File: config.mk
export PLATFORM = sky130hd
export DESIGN_NAME = measure_slow_clk_period
export DESIGN_NICKNAME = d
export VERILOG_FILES = /design/src/rtl/measure_slow_clk_period.sv
export SDC_FILE = /design/constraint.sdc
export NUM_CORES = 1
export LEC_CHECK = 0
export ABC_AREA = 1
export CAP_MARGIN = 20
export CORE_ASPECT_RATIO = 1.4
export CORE_UTILIZATION = 52
export CTS_CLUSTER_SIZE = 14
export DETAILED_ROUTE_END_ITERATION = 6
export PLACE_DENSITY = 0.82
export SLEW_MARGIN = 30
export SYNTH_ARGS = -nofsm -noshare
export SYNTH_HDL_FRONTEND = slang
export SYNTH_SLANG_ARGS = --single-unit
File: constraint.sdc
create_clock -name clk_100mhz -period 4.2 [get_ports clk_100mhz]
set_input_delay 0.84 -clock clk_100mhz [delete_from_list [all_inputs] [get_ports clk_100mhz]]
set_output_delay 0.84 -clock clk_100mhz [all_outputs]
set_load 0.005 [all_outputs]
File: src/rtl/measure_slow_clk_period.sv
// Measures period and high time of an asynchronous slow clock in clk_100mhz cycles.
// Each rising edge closes one interval; loss of edges is flagged by a timeout level.
module measure_slow_clk_period #(
  parameter int COUNT_WIDTH    = 28,
  parameter int SYNC_STAGES    = 2,
  parameter int TIMEOUT_CYCLES = 134217728
) (
  input  logic                   clk_100mhz,
  input  logic                   rst,
  input  logic                   clk_in,
  output logic [COUNT_WIDTH-1:0] period,
  output logic [COUNT_WIDTH-1:0] high_time,
  output logic                   period_valid,
  output logic                   timeout
);

  localparam logic [COUNT_WIDTH-1:0] TIMEOUT_VAL = COUNT_WIDTH'(TIMEOUT_CYCLES);
  localparam logic [COUNT_WIDTH-1:0] ONE         = COUNT_WIDTH'(1);

  typedef enum logic [1:0] {
    WAIT_FIRST = 2'd0,
    MEASURING  = 2'd1,
    TIMED_OUT  = 2'd2
  } state_t;

  state_t state;
  state_t state_next;

  logic [SYNC_STAGES-1:0] sync_q;
  logic                   sync;
  logic                   prev;
  logic                   rise;

  logic [COUNT_WIDTH-1:0] cnt;
  logic [COUNT_WIDTH-1:0] hcnt;
  logic                   cnt_sat;

  logic capture;
  logic set_timeout;
  logic clr_timeout;
  logic hold_cnt;

  // clk_in enters at bit 0 and shifts toward the top stage.
  always_ff @(posedge clk_100mhz or posedge rst) begin
    if (rst) begin
      sync_q <= '0;
      prev   <= 1'b0;
    end else begin
      sync_q <= {sync_q[SYNC_STAGES-2:0], clk_in};
      prev   <= sync_q[SYNC_STAGES-1];
    end
  end

  assign sync    = sync_q[SYNC_STAGES-1];
  assign rise    = sync & ~prev;
  assign cnt_sat = (cnt == TIMEOUT_VAL);

  always_ff @(posedge clk_100mhz or posedge rst) begin
    if (rst) begin
      state <= WAIT_FIRST;
    end else begin
      state <= state_next;
    end
  end

  // A rise in the same cycle the counter saturates takes priority over timeout.
  always_comb begin
    state_next = state;
    case (state)
      WAIT_FIRST: if (rise)             state_next = MEASURING;
      MEASURING:  if (!rise && cnt_sat) state_next = TIMED_OUT;
      TIMED_OUT:  if (rise)             state_next = MEASURING;
      default:                          state_next = WAIT_FIRST;
    endcase
  end

  always_comb begin
    capture     = 1'b0;
    set_timeout = 1'b0;
    clr_timeout = 1'b0;
    hold_cnt    = 1'b0;
    case (state)
      MEASURING: begin
        capture     = rise;
        set_timeout = !rise && cnt_sat;
      end
      TIMED_OUT: begin
        clr_timeout = rise;
        hold_cnt    = !rise;
      end
      default: ;
    endcase
  end

  // Both counters include the rise cycle itself, so period = t1 - t0 exactly.
  always_ff @(posedge clk_100mhz or posedge rst) begin
    if (rst) begin
      cnt  <= '0;
      hcnt <= '0;
    end else if (rise) begin
      cnt  <= ONE;
      hcnt <= ONE;
    end else if (!hold_cnt) begin
      if (!cnt_sat) begin
        cnt <= cnt + ONE;
      end
      if (sync && (hcnt != TIMEOUT_VAL)) begin
        hcnt <= hcnt + ONE;
      end
    end
  end

  always_ff @(posedge clk_100mhz or posedge rst) begin
    if (rst) begin
      period       <= '0;
      high_time    <= '0;
      period_valid <= 1'b0;
      timeout      <= 1'b0;
    end else begin
      period_valid <= capture;
      if (capture) begin
        period    <= cnt;
        high_time <= hcnt;
      end
      if (set_timeout) begin
        timeout <= 1'b1;
      end else if (clr_timeout) begin
        timeout <= 1'b0;
      end
    end
  end

endmodule
After elaboration in Yosys (flattened, before gate mapping)
Cells that the tools add are included.

word-level totals
  flip-flop bits (word level) = 119
  word-level logic and storage cells = 46
  output and inout port bits = 58

cells by class
  equal/unequal tests = 8
  bitwise logic cells = 2
  mux-type cells = 15
  $add $sub $neg = 2
  reductions and logical operators = 10

operators with widths
  kind                   number
  $mux 28                6
  $add 28x1->28 const B  2
  $eq 28x28->1 const B   1
  $ne 28x28->1 const B   1
  $mux 1                 6
  $ne 2x2->1 const B     3
  $reduce_and 2->1       3
  $mux 2                 2
  $pmux 2 s2             1
  $reduce_bool 2->1      2
  $eq 2x1->1 const B     1
  $eq 2x2->1 const B     1
  $logic_and 1x1->1      2
  $logic_not 2->1        1
  $ne 2x1->1 const B     1
  $reduce_or 2->1        1
  $and 1x1->1            1
  $logic_not 1->1        1
  $not 1->1              1

Longest topological paths before layout
Gate-level depths: netlist of the first run.

  depth after elaboration = 6
  depth in mapped cells = 12
  gate-level depth less buffers = 12

Worst setup path before layout of the first run
No wires, ideal clock.

  path type = reg-to-reg
  start point = reg cnt[0]
  end point = reg cnt[25]
  library setup time = 0.074 ns
  stages on the path, launching flop included = 13
  arrival time = 1.533 ns
  buffers on the path = 2
  setup slack = 2.592 ns
  data required time = 4.126 ns
  path through = dfrtp_1 > inv_1 > ha_1 > nand3_1 > nor2_1 > nand2_1 > nor2_4 > nor2_8 > inv_2 > buf_6 > buf_6 > nand2_1 > o21ai_2

between the ends
  cells in the longest elaborated chain, start to end = 4

RTL lines
  element                   RTL line  text
  start: declaration        34        logic [COUNT_WIDTH-1:0] cnt;
  start signal: assignment  105       cnt <= cnt + ONE;
  $add 28x1->28             105
  $mux 28                   104       if (!cnt_sat) begin
  $mux 28                   103       end else if (!hold_cnt) begin
  $mux 28                   100       end else if (rise) begin

Parallel ways exist; a longest one is shown, timed or not. The select of a mux whose other input is x is not followed.
A chain may end at the register's enable or synchronous reset.

Final worst setup path of the first run
  start point = reg sync_q[1]
  end point = reg hcnt[0]

between the ends
  cells in the longest elaborated chain, start to end = 5

RTL lines
  element                     RTL line  text
  start: declaration          29        logic [SYNC_STAGES-1:0] sync_q;
  start signal: assignment    49        sync_q <= {sync_q[SYNC_STAGES-2:0], clk_in};
  $and 1x1->1                 55        assign rise = sync & ~prev;
  $logic_not 1->1             89        hold_cnt = !rise;
  $mux 1                      82        case (state)
  $ne 2x2->1 (no line)        -
  $reduce_and 2->1 (no line)  -
  end signal: assignment      108       hcnt <= hcnt + ONE;
  end: declaration            35        logic [COUNT_WIDTH-1:0] hcnt;

Parallel ways exist; a longest one is shown, timed or not.

==> flow_summary.ini, run 1 <==
[worst_setup_path]
crit_path_max_fanout = 46
arrival_ps = 2770
r2r-start = sync_q[1]
critical_path_class = flip-flop to flip-flop
cp-start-kind = flip-flop
required_ps = 4530
worstSetupStartpoint = sync_q[1]
endpoint_kind = flip-flop

[timing]
fin_skew_ps = 8.859
grt_setup_unrepaired = false
fin_hold_ws_ps = 346.5
worst_slew_pin_slew_ps = 702.1
tns_ps = 0
timing.fmax_ghz = 0.4109
finalHoldViolCount = 0
max-slew-margin-rel_pct = 53.19
setup_viol = 0
fin_crit_ps = 2434
slew_viol_final = 0
fin_crit_sh_pct = 57.95

[logic_synthesis]
syn-cell-area_um2 = 6312
syn_nets = 892
ys_seq_area_share_pct = 47.18
yosysWarnings = 0
synth_top_cell_by_area = dfrtp_1
yosysUniqueCellTypes = 30
synth_seq_cells = 119
synthFlopType = dfrtp_1
yosysTopAreaCellShare_pct = 47.18
synth_edf_count = 0
synth.area.top_cells = dfrtp_1, nand2_1, nor2_1, o21ai_0, nand3_1
yosysMostFrequentCell = nand2_1
syn_avg_cell_area_um2 = 7.133
synth_cells = 885
ys_async_sr_fraction_pct = 100.0
synth_common_cells = nand2_1, nor2_1, dfrtp_1, o21ai_0, inv_1

[flow_run]
cap_violations = 0

[cts]
cts_resized = 0
cts_tree = built
cts_post_setup_buffers_inserted = 0
postCtsHoldBufs = 0
cts_root_buf = clkbuf_16
h-tree-depth = 4
clk_pin_slew_ps = 50
numClockSinks = 119
cts_buffers = 17
clockBufferDepth = 2
clkLatencyLatePin_ps = 420

[placed_design]
io_buffers = 60
gp_congestion = 0.9595
place_hpwl_um = 11040
dpl-instance-area_um2 = 6985

[floorplanning]
rows = 47
core_um2 = 11820
die_area_um2 = 12590
io_pins = 61
die_w_um = 95.12
initial_core_util_pct = 53.40
die_y_um = 132.4

[global_routing]
grt_pass1_vias = 5643
antenna_found_initial = 0
overflow = 0
grt_max_degree = 111
grt.total_usage_pct = 27.19
grt_pass1_wl_um = 26230

[route]
post_drt_wl_per_cell_um = 14.41
route.detailed.drc = 0
vias_per_cell = 5.248
antenna_left = 0
drtIter0Drc = 355
vias = 5783
firstDrtPassIters = 5
postRouteWirelength_um = 15880

[hold_path]
hp-class = flip-flop to flip-flop
min_from = sync_q[0]

[final_layout]
final_nets = 949
final_area_um2 = 7559
area_growth_pct = 19.74
drive_above_1_share_pct = 6.597
antennaDiodeCount = 0

[power_and_ir_drop]
power_leakage_nw = 3.455
ir_worst_vdd_mv = 0.2616
power_density_nw_per_um2 = 384.0

[outcome]
status = complete, no violations
-- logic make-up (layout without fill, tap and decap cells) --
logic type | count (synthesis) | after routing | synth area share (%)
simple gates | 539 | 539 | 35.04
flops | 119 | 119 | 47.18
buf+inv | 111 | 181 | 7.334
compound gates | 108 | 108 | 9.098
fa+ha+maj | 4 | 4 | 0.7929
xor+xnor | 4 | 4 | 0.5549
-- cell type report --
type	count	area, um2
Clock buffer	23	478.0
Fill cell	1021	4262
Multi-Input combinational cell	655	2879
Inverter	85	321.6
Clock inverter	9	75.07
Sequential cell	119	2978
Tap cell	147	183.9
Timing Repair Buffer	64	643.1
-- power breakdown --
group | internal (W) | switching, W | total, W
Combinational | 0.000115 | 0.000173 | 0.000288
Clock | 0.000852 | 0.000502 | 0.00135
Sequential | 0.00120 | 0.0000573 | 0.00126
-- registers in the layout, indices dropped and copies added (netlist names) --
signal	flops
sync_q	2
high_time	28
period_valid	1
cnt	28
state	2
timeout	1
hcnt	28
prev	1
period	28
-- cell usage in the layout (no fill, tap or decap), drive strengths merged --
cell             n
a211oi           2
a21oi            1
and3             1
buf              4
bufinv           1
clkbuf          23
clkdlybuf4s50   60
clkinv           6
clkinvlp         2
dfrtp          119
ha               4
inv             85
nand2          326
nand3           64
nand3b           5
nand4            7
nor2           128
nor3             3
nor3b            2
o21ai          104
o31ai            1
or2              3
xor2             4
-- metrics by stage --
step | util, % | total power [W] | std cells | worst slack [ps]
floorplan | - | 0.001444 | 885 | 202.5
global placement | 59.10 | 0.001552 | 1069 | 1828
detailed placement | 59.10 | 0.001558 | 1069 | 1797
CTS | 63.78 | 0.002911 | 1101 | 1754
global route | 63.95 | 0.003007 | 1102 | 1572
finish | 63.95 | 0.002902 | 1102 | 1766
-- worst max-delay path, cell delays in order (launching register included) --
cell	delay, ps
dfrtp_1	420
nand2_4	430
inv_2	290
nor2_4	230
inv_2	70
nand2_2	100
inv_2	100
nand2_2	440
nand2_1	130
o21ai_1	110
-- routing by layer --
metal	vias to the layer above	GRT usage (%)	share of wire, %
met2	179	46.79	54
met3	57	5.882	4.0
met4	0	16.84	4.5
met1	2644	29.63	38
met5	-	0	0
li1	2903	-	-
-- final timing paths --
kind,end,slack (ps),cells past startpoint
max in group asynchronous,high_time[19],2500,3
worst min register to register,sync_q[1],350,0
worst min-delay path,sync_q[1],350,0
worst max register to register,hcnt[0],1770,9
min in group asynchronous,high_time[27],880,2
worst max-delay path,hcnt[0],1770,9
Note: power is estimated with default switching activity, not from simulation.
==> run 2, diff against run 1 <==
--- a/config.mk
+++ b/config.mk
@@ -8,10 +8,10 @@
 export ABC_AREA = 1
 export CAP_MARGIN = 20
 export CORE_ASPECT_RATIO = 1.4
-export CORE_UTILIZATION = 52
+export CORE_UTILIZATION = 55
 export CTS_CLUSTER_SIZE = 14
 export DETAILED_ROUTE_END_ITERATION = 6
-export PLACE_DENSITY = 0.82
+export PLACE_DENSITY = 0.83
 export SLEW_MARGIN = 30
 export SYNTH_ARGS = -nofsm -noshare
 export SYNTH_HDL_FRONTEND = slang
==> constraint.sdc (replaced) <==
create_clock -name clk_100mhz -period 2.55 [get_ports clk_100mhz]
set_input_delay 0.51 -clock clk_100mhz [delete_from_list [all_inputs] [get_ports clk_100mhz]]
set_output_delay 0.51 -clock clk_100mhz [all_outputs]
set_load 0.005 [all_outputs]
==> flow_summary.ini, run 2 (synthesis results as in run 1) <==
[floorplanning]
die_y_um = 128.8
initial_core_util_pct = 57.20
core_um2 = 11040
die_area_um2 = 11920
io_pins = 61
die_w_um = 92.54
rows = 45

[worst_setup_path]
arrival_ps = 2380
slowest_delay_ps = 460
required_ps = 2800
crit_path_max_fanout = 39
endpoint_kind = flip-flop
slowest_stage = inv_2
critical_path_class = flip-flop to flip-flop
path_cells = inv_1 > ha_1 > nand3_1 > nor2_1 > nand2_1 > nor2_4 > nor2_8 > inv_2 > o21ai_0
cp-start-kind = flip-flop

[final_layout]
antennaDiodeCount = 0
post-route-util_pct = 68.47
area_growth_pct = 19.70
final_nets = 951
layout_common_cells = nand2_1, nor2_1, dfrtp_1
drive_above_1_share_pct = 6.702
final_cells = 1096
final_common_cell = nand2_1
n_fill_cell = 939

[cts]
cts_post_setup_buffers_inserted = 0
clk_pin_slew_ps = 50
postCtsHoldBufs = 0
cts_buffers = 17
cts_resized = 0
cts_tree = built
numClockSinks = 119
clockBufferDepth = 2
cts_root_buf = clkbuf_16
clkLatencyLatePin_ps = 400
h-tree-depth = 4

[timing]
setup_viol = 0
max-slew-margin-rel_pct = 58.86
fin_crit_sh_pct = 83.59
grt_setup_unrepaired = false
timing.fmax_ghz = 0.4691
tns_ps = 0
fin_hold_ws_ps = 403.0
worst_slew_pin_slew_ps = 616.1
fin_skew_ps = 8.618
slew_viol_final = 0
finalHoldViolCount = 0
fin_crit_ps = 2132

[hold_path]
hp-class = flip-flop to flip-flop

[global_routing]
grt.total_usage_pct = 28.04
grt_pass1_wl_um = 25720
grt_pass1_vias = 5493
overflow = 0
grt_max_degree = 82
antenna_found_initial = 0

[power_and_ir_drop]
power_density_nw_per_um2 = 622.7
ir_worst_vdd_mv = 0.5497
power_leakage_nw = 3.448

[route]
vias_per_cell = 5.379
postRouteWirelength_um = 15620
vias = 5895
firstDrtPassIters = 5
drtIter0Drc = 393
antenna_left = 0
route.detailed.drc = 0
post_drt_wl_per_cell_um = 14.26

[flow_run]
cap_violations = 0

[placed_design]
place_hpwl_um = 11000
io_buffers = 60
gp_congestion = 0.9584
place_inst = 1066

[outcome]
status = complete, no violations
[run 2: cell count changes in the layout (fill, tap and decap cells not counted)]
| cell | before | now |
|---|---|---|
| inv_4 | 1 | 0 |
| clkbuf_8 | 3 | 1 |
| clkbuf_1 | 3 | 2 |
| clkinvlp_4 | 2 | 4 |
| buf_4 | 3 | 4 |
| buf_12 | 1 | 2 |
[run 2: metal layers]
metal | share of wire, % | global-route usage, % | vias up
li1 | - | - | 2905
met3 | 5.0 | 4.492 | 68
met2 | 51 | 49.46 | 227
met4 | 5.4 | 17.00 | 0
met1 | 38 | 31.71 | 2695
met5 | 0 | 0 | -
[run 2: worst paths after layout]
check,start,to,slack (ps),cells past startpoint
worst max register to register,cnt[0],cnt[11],420,9
worst min register to register,sync_q[0],sync_q[1],400,0
min in group asynchronous,rst,hcnt[11],550,3
worst min-delay path,sync_q[0],sync_q[1],400,0
max in group asynchronous,rst,cnt[17],1570,3
worst max-delay path,cnt[0],cnt[11],420,9
[run 2: stage by stage]
stage,instance area (um2),power [W],setup slack (ps)
floorplan,6316,0.002379,584.6
global placement,7027,0.002569,536.4
detailed placement,7027,0.002571,443.7
CTS,7556,0.004721,431.6
global route,7556,0.004888,152.5
finish,7556,0.004705,418.4
[run 2: where the power goes]
group / total [W] / internal, W / switching [W]
Clock: 0.00216 / 0.00134 / 0.000817
Sequential: 0.00207 / 0.00198 / 0.0000912
Combinational: 0.000477 / 0.000191 / 0.000285
[run 2: cell type report]
class                      instances  area [um2]  share of cell area (%)
clock buffer                      20       446.7                   5.912
sequential                       119        2978                   39.41
inverter                          85       322.8                   4.272
tap                              141       176.4                   2.335
multi-input combinational        655        2879                   38.10
timing repair buffer              66       670.6                   8.876
clock inverter                    10       82.58                   1.093
[run 2: critical path: cells and delay by family, from the launching register on]
kind	cells	cell delay [ps]
flip-flops	1	420
adder cells (fa/ha/maj)	1	170
AND/OR/NAND/NOR	5	540
buffers and inverters	2	610
AO/OA/AOI/OAI	1	210
==> run 3, diff against run 2 <==
==> constraint.sdc (replaced) <==
create_clock -name clk_100mhz -period 2.05 [get_ports clk_100mhz]
set_input_delay 0.41 -clock clk_100mhz [delete_from_list [all_inputs] [get_ports clk_100mhz]]
set_output_delay 0.41 -clock clk_100mhz [all_outputs]
set_load 0.005 [all_outputs]
==> flow_summary.ini, run 3 (synthesis results as in run 1) <==
[floorplanning]
die_y_um = 128.8
die_area_um2 = 11920
core_um2 = 11040
rows = 45
die_w_um = 92.54
io_pins = 61
initial_core_util_pct = 57.20

[worst_setup_path]
path_cells = inv_1 > ha_1 > nand3_1 > nor2_1 > nand2_1 > nor2_4 > nor2_8 > inv_2 > buf_4 > o21ai_0
endpoint_kind = flip-flop
arrival_ps = 2140
crit_path_max_fanout = 18
required_ps = 2340
critical_path_class = flip-flop to flip-flop
cp-start-kind = flip-flop
r2r_setup_slack_ps = 200
slowest_stage = dfrtp_1
slowest_delay_ps = 410

[route]
post_drt_wl_per_cell_um = 14.49
route.detailed.drc = 0
vias = 5856
antenna_left = 0
drtIter0Drc = 275
postRouteWirelength_um = 16020
firstDrtPassIters = 5
vias_per_cell = 5.295

[power_and_ir_drop]
ir_worst_vdd_mv = 0.6291
power_density_nw_per_um2 = 789.4
finalPower_w = 0.006106
power_leakage_nw = 3.525

[global_routing]
antenna_found_initial = 0
grt_pass1_vias = 5784
grt_pass1_wl_um = 26850
grt_max_degree = 79
grt.total_usage_pct = 29.25
overflow = 0

[final_layout]
antennaDiodeCount = 0
post-route-util_pct = 70.09
layout_common_cells = nand2_1, nor2_1, dfrtp_1
final_cells = 1106
final_nets = 959
drive_above_1_share_pct = 7.668
final_common_cell = nand2_1
area_growth_pct = 22.54

[cts]
postCtsHoldBufs = 0
cts_buffers = 17
clockBufferDepth = 2
clkLatencyLatePin_ps = 420
cts_tree = built
cts_post_setup_buffers_inserted = 0
numClockSinks = 119
h-tree-depth = 4
clk_pin_slew_ps = 50
cts_root_buf = clkbuf_16
cts_resized = 0

[placed_design]
gp_congestion = 0.9800
place_hpwl_um = 11420
io_buffers = 60
pre_cts_slack_ps = 271.1
place_inst = 1074

[timing]
timing.fmax_ghz = 0.5399
tns_ps = 0
fin_skew_ps = 6.704
worst_slew_pin_slew_ps = 509.3
setup_viol = 0
worst_slack_ps = 197.9
grt_setup_unrepaired = false
fin_crit_sh_pct = 90.35
fin_crit_ps = 1852
finalHoldViolCount = 0
slew_viol_final = 0
max-slew-margin-rel_pct = 65.92

[hold_path]
hp-class = flip-flop to flip-flop

[flow_run]
cap_violations = 0

[outcome]
status = complete, no violations
run 3: cell types whose count changed in the layout (fill, tap and decap cells not counted), sizes merged:
cell	before	now
buf	6	14
clkinv	6	4
clkinvlp	4	6
bufinv	1	2
clkbuf	20	21
run 3: area by class of cell:
class                           instances  area, um2
Fill cell                             933       3301
Sequential cell                       119       2978
Multi-Input combinational cell        655       2879
Timing Repair Buffer                   74      793.3
Clock buffer                           21      460.4
Inverter                               85      322.8
Tap cell                              141      176.4
Clock inverter                         11      125.1
run 3: power by group:
group          switching [W]  leakage, nW  internal [W]
Clock                0.00107        0.271       0.00185
Combinational       0.000364         1.62      0.000251
Sequential          0.000114         1.63       0.00246
Total                0.00154         3.52       0.00456
run 3: per-layer routing:
metal | global-route usage [%] | vias to the layer above | share of wire (%)
met1 | 31.77 | 2692 | 39
li1 | - | 2924 | -
met2 | 52.55 | 170 | 52
met5 | 0 | - | 0
met3 | 5.792 | 70 | 4.1
met4 | 17.10 | 0 | 5.1
run 3: final timing paths:
path | start | end | depth (start not counted)
worst max register to register | cnt[0] | cnt[17] | 10
min in group asynchronous | rst | high_time[6] | 2
worst min-delay path | sync_q[0] | sync_q[1] | 0
worst min register to register | sync_q[0] | sync_q[1] | 0
worst max-delay path | cnt[0] | cnt[17] | 10
max in group asynchronous | rst | hcnt[27] | 3
run 3: worst max-delay path: cells and delay by family, from the launching register on:
kind | cells | cell delay, ps
AO/OA/AOI/OAI | 1 | 120
adder cells (fa/ha/maj) | 1 | 160
buffers and inverters | 3 | 430
flip-flops | 1 | 410
AND/OR/NAND/NOR | 5 | 610
run 3: through the flow:
stage	hold WS, ps	cell area, um2
after floorplan	331.2	6316
after global placement	341.4	7149
after detailed placement	348.5	7149
after CTS	350.0	7735
after global routing	356.2	7735
final	348.3	7735
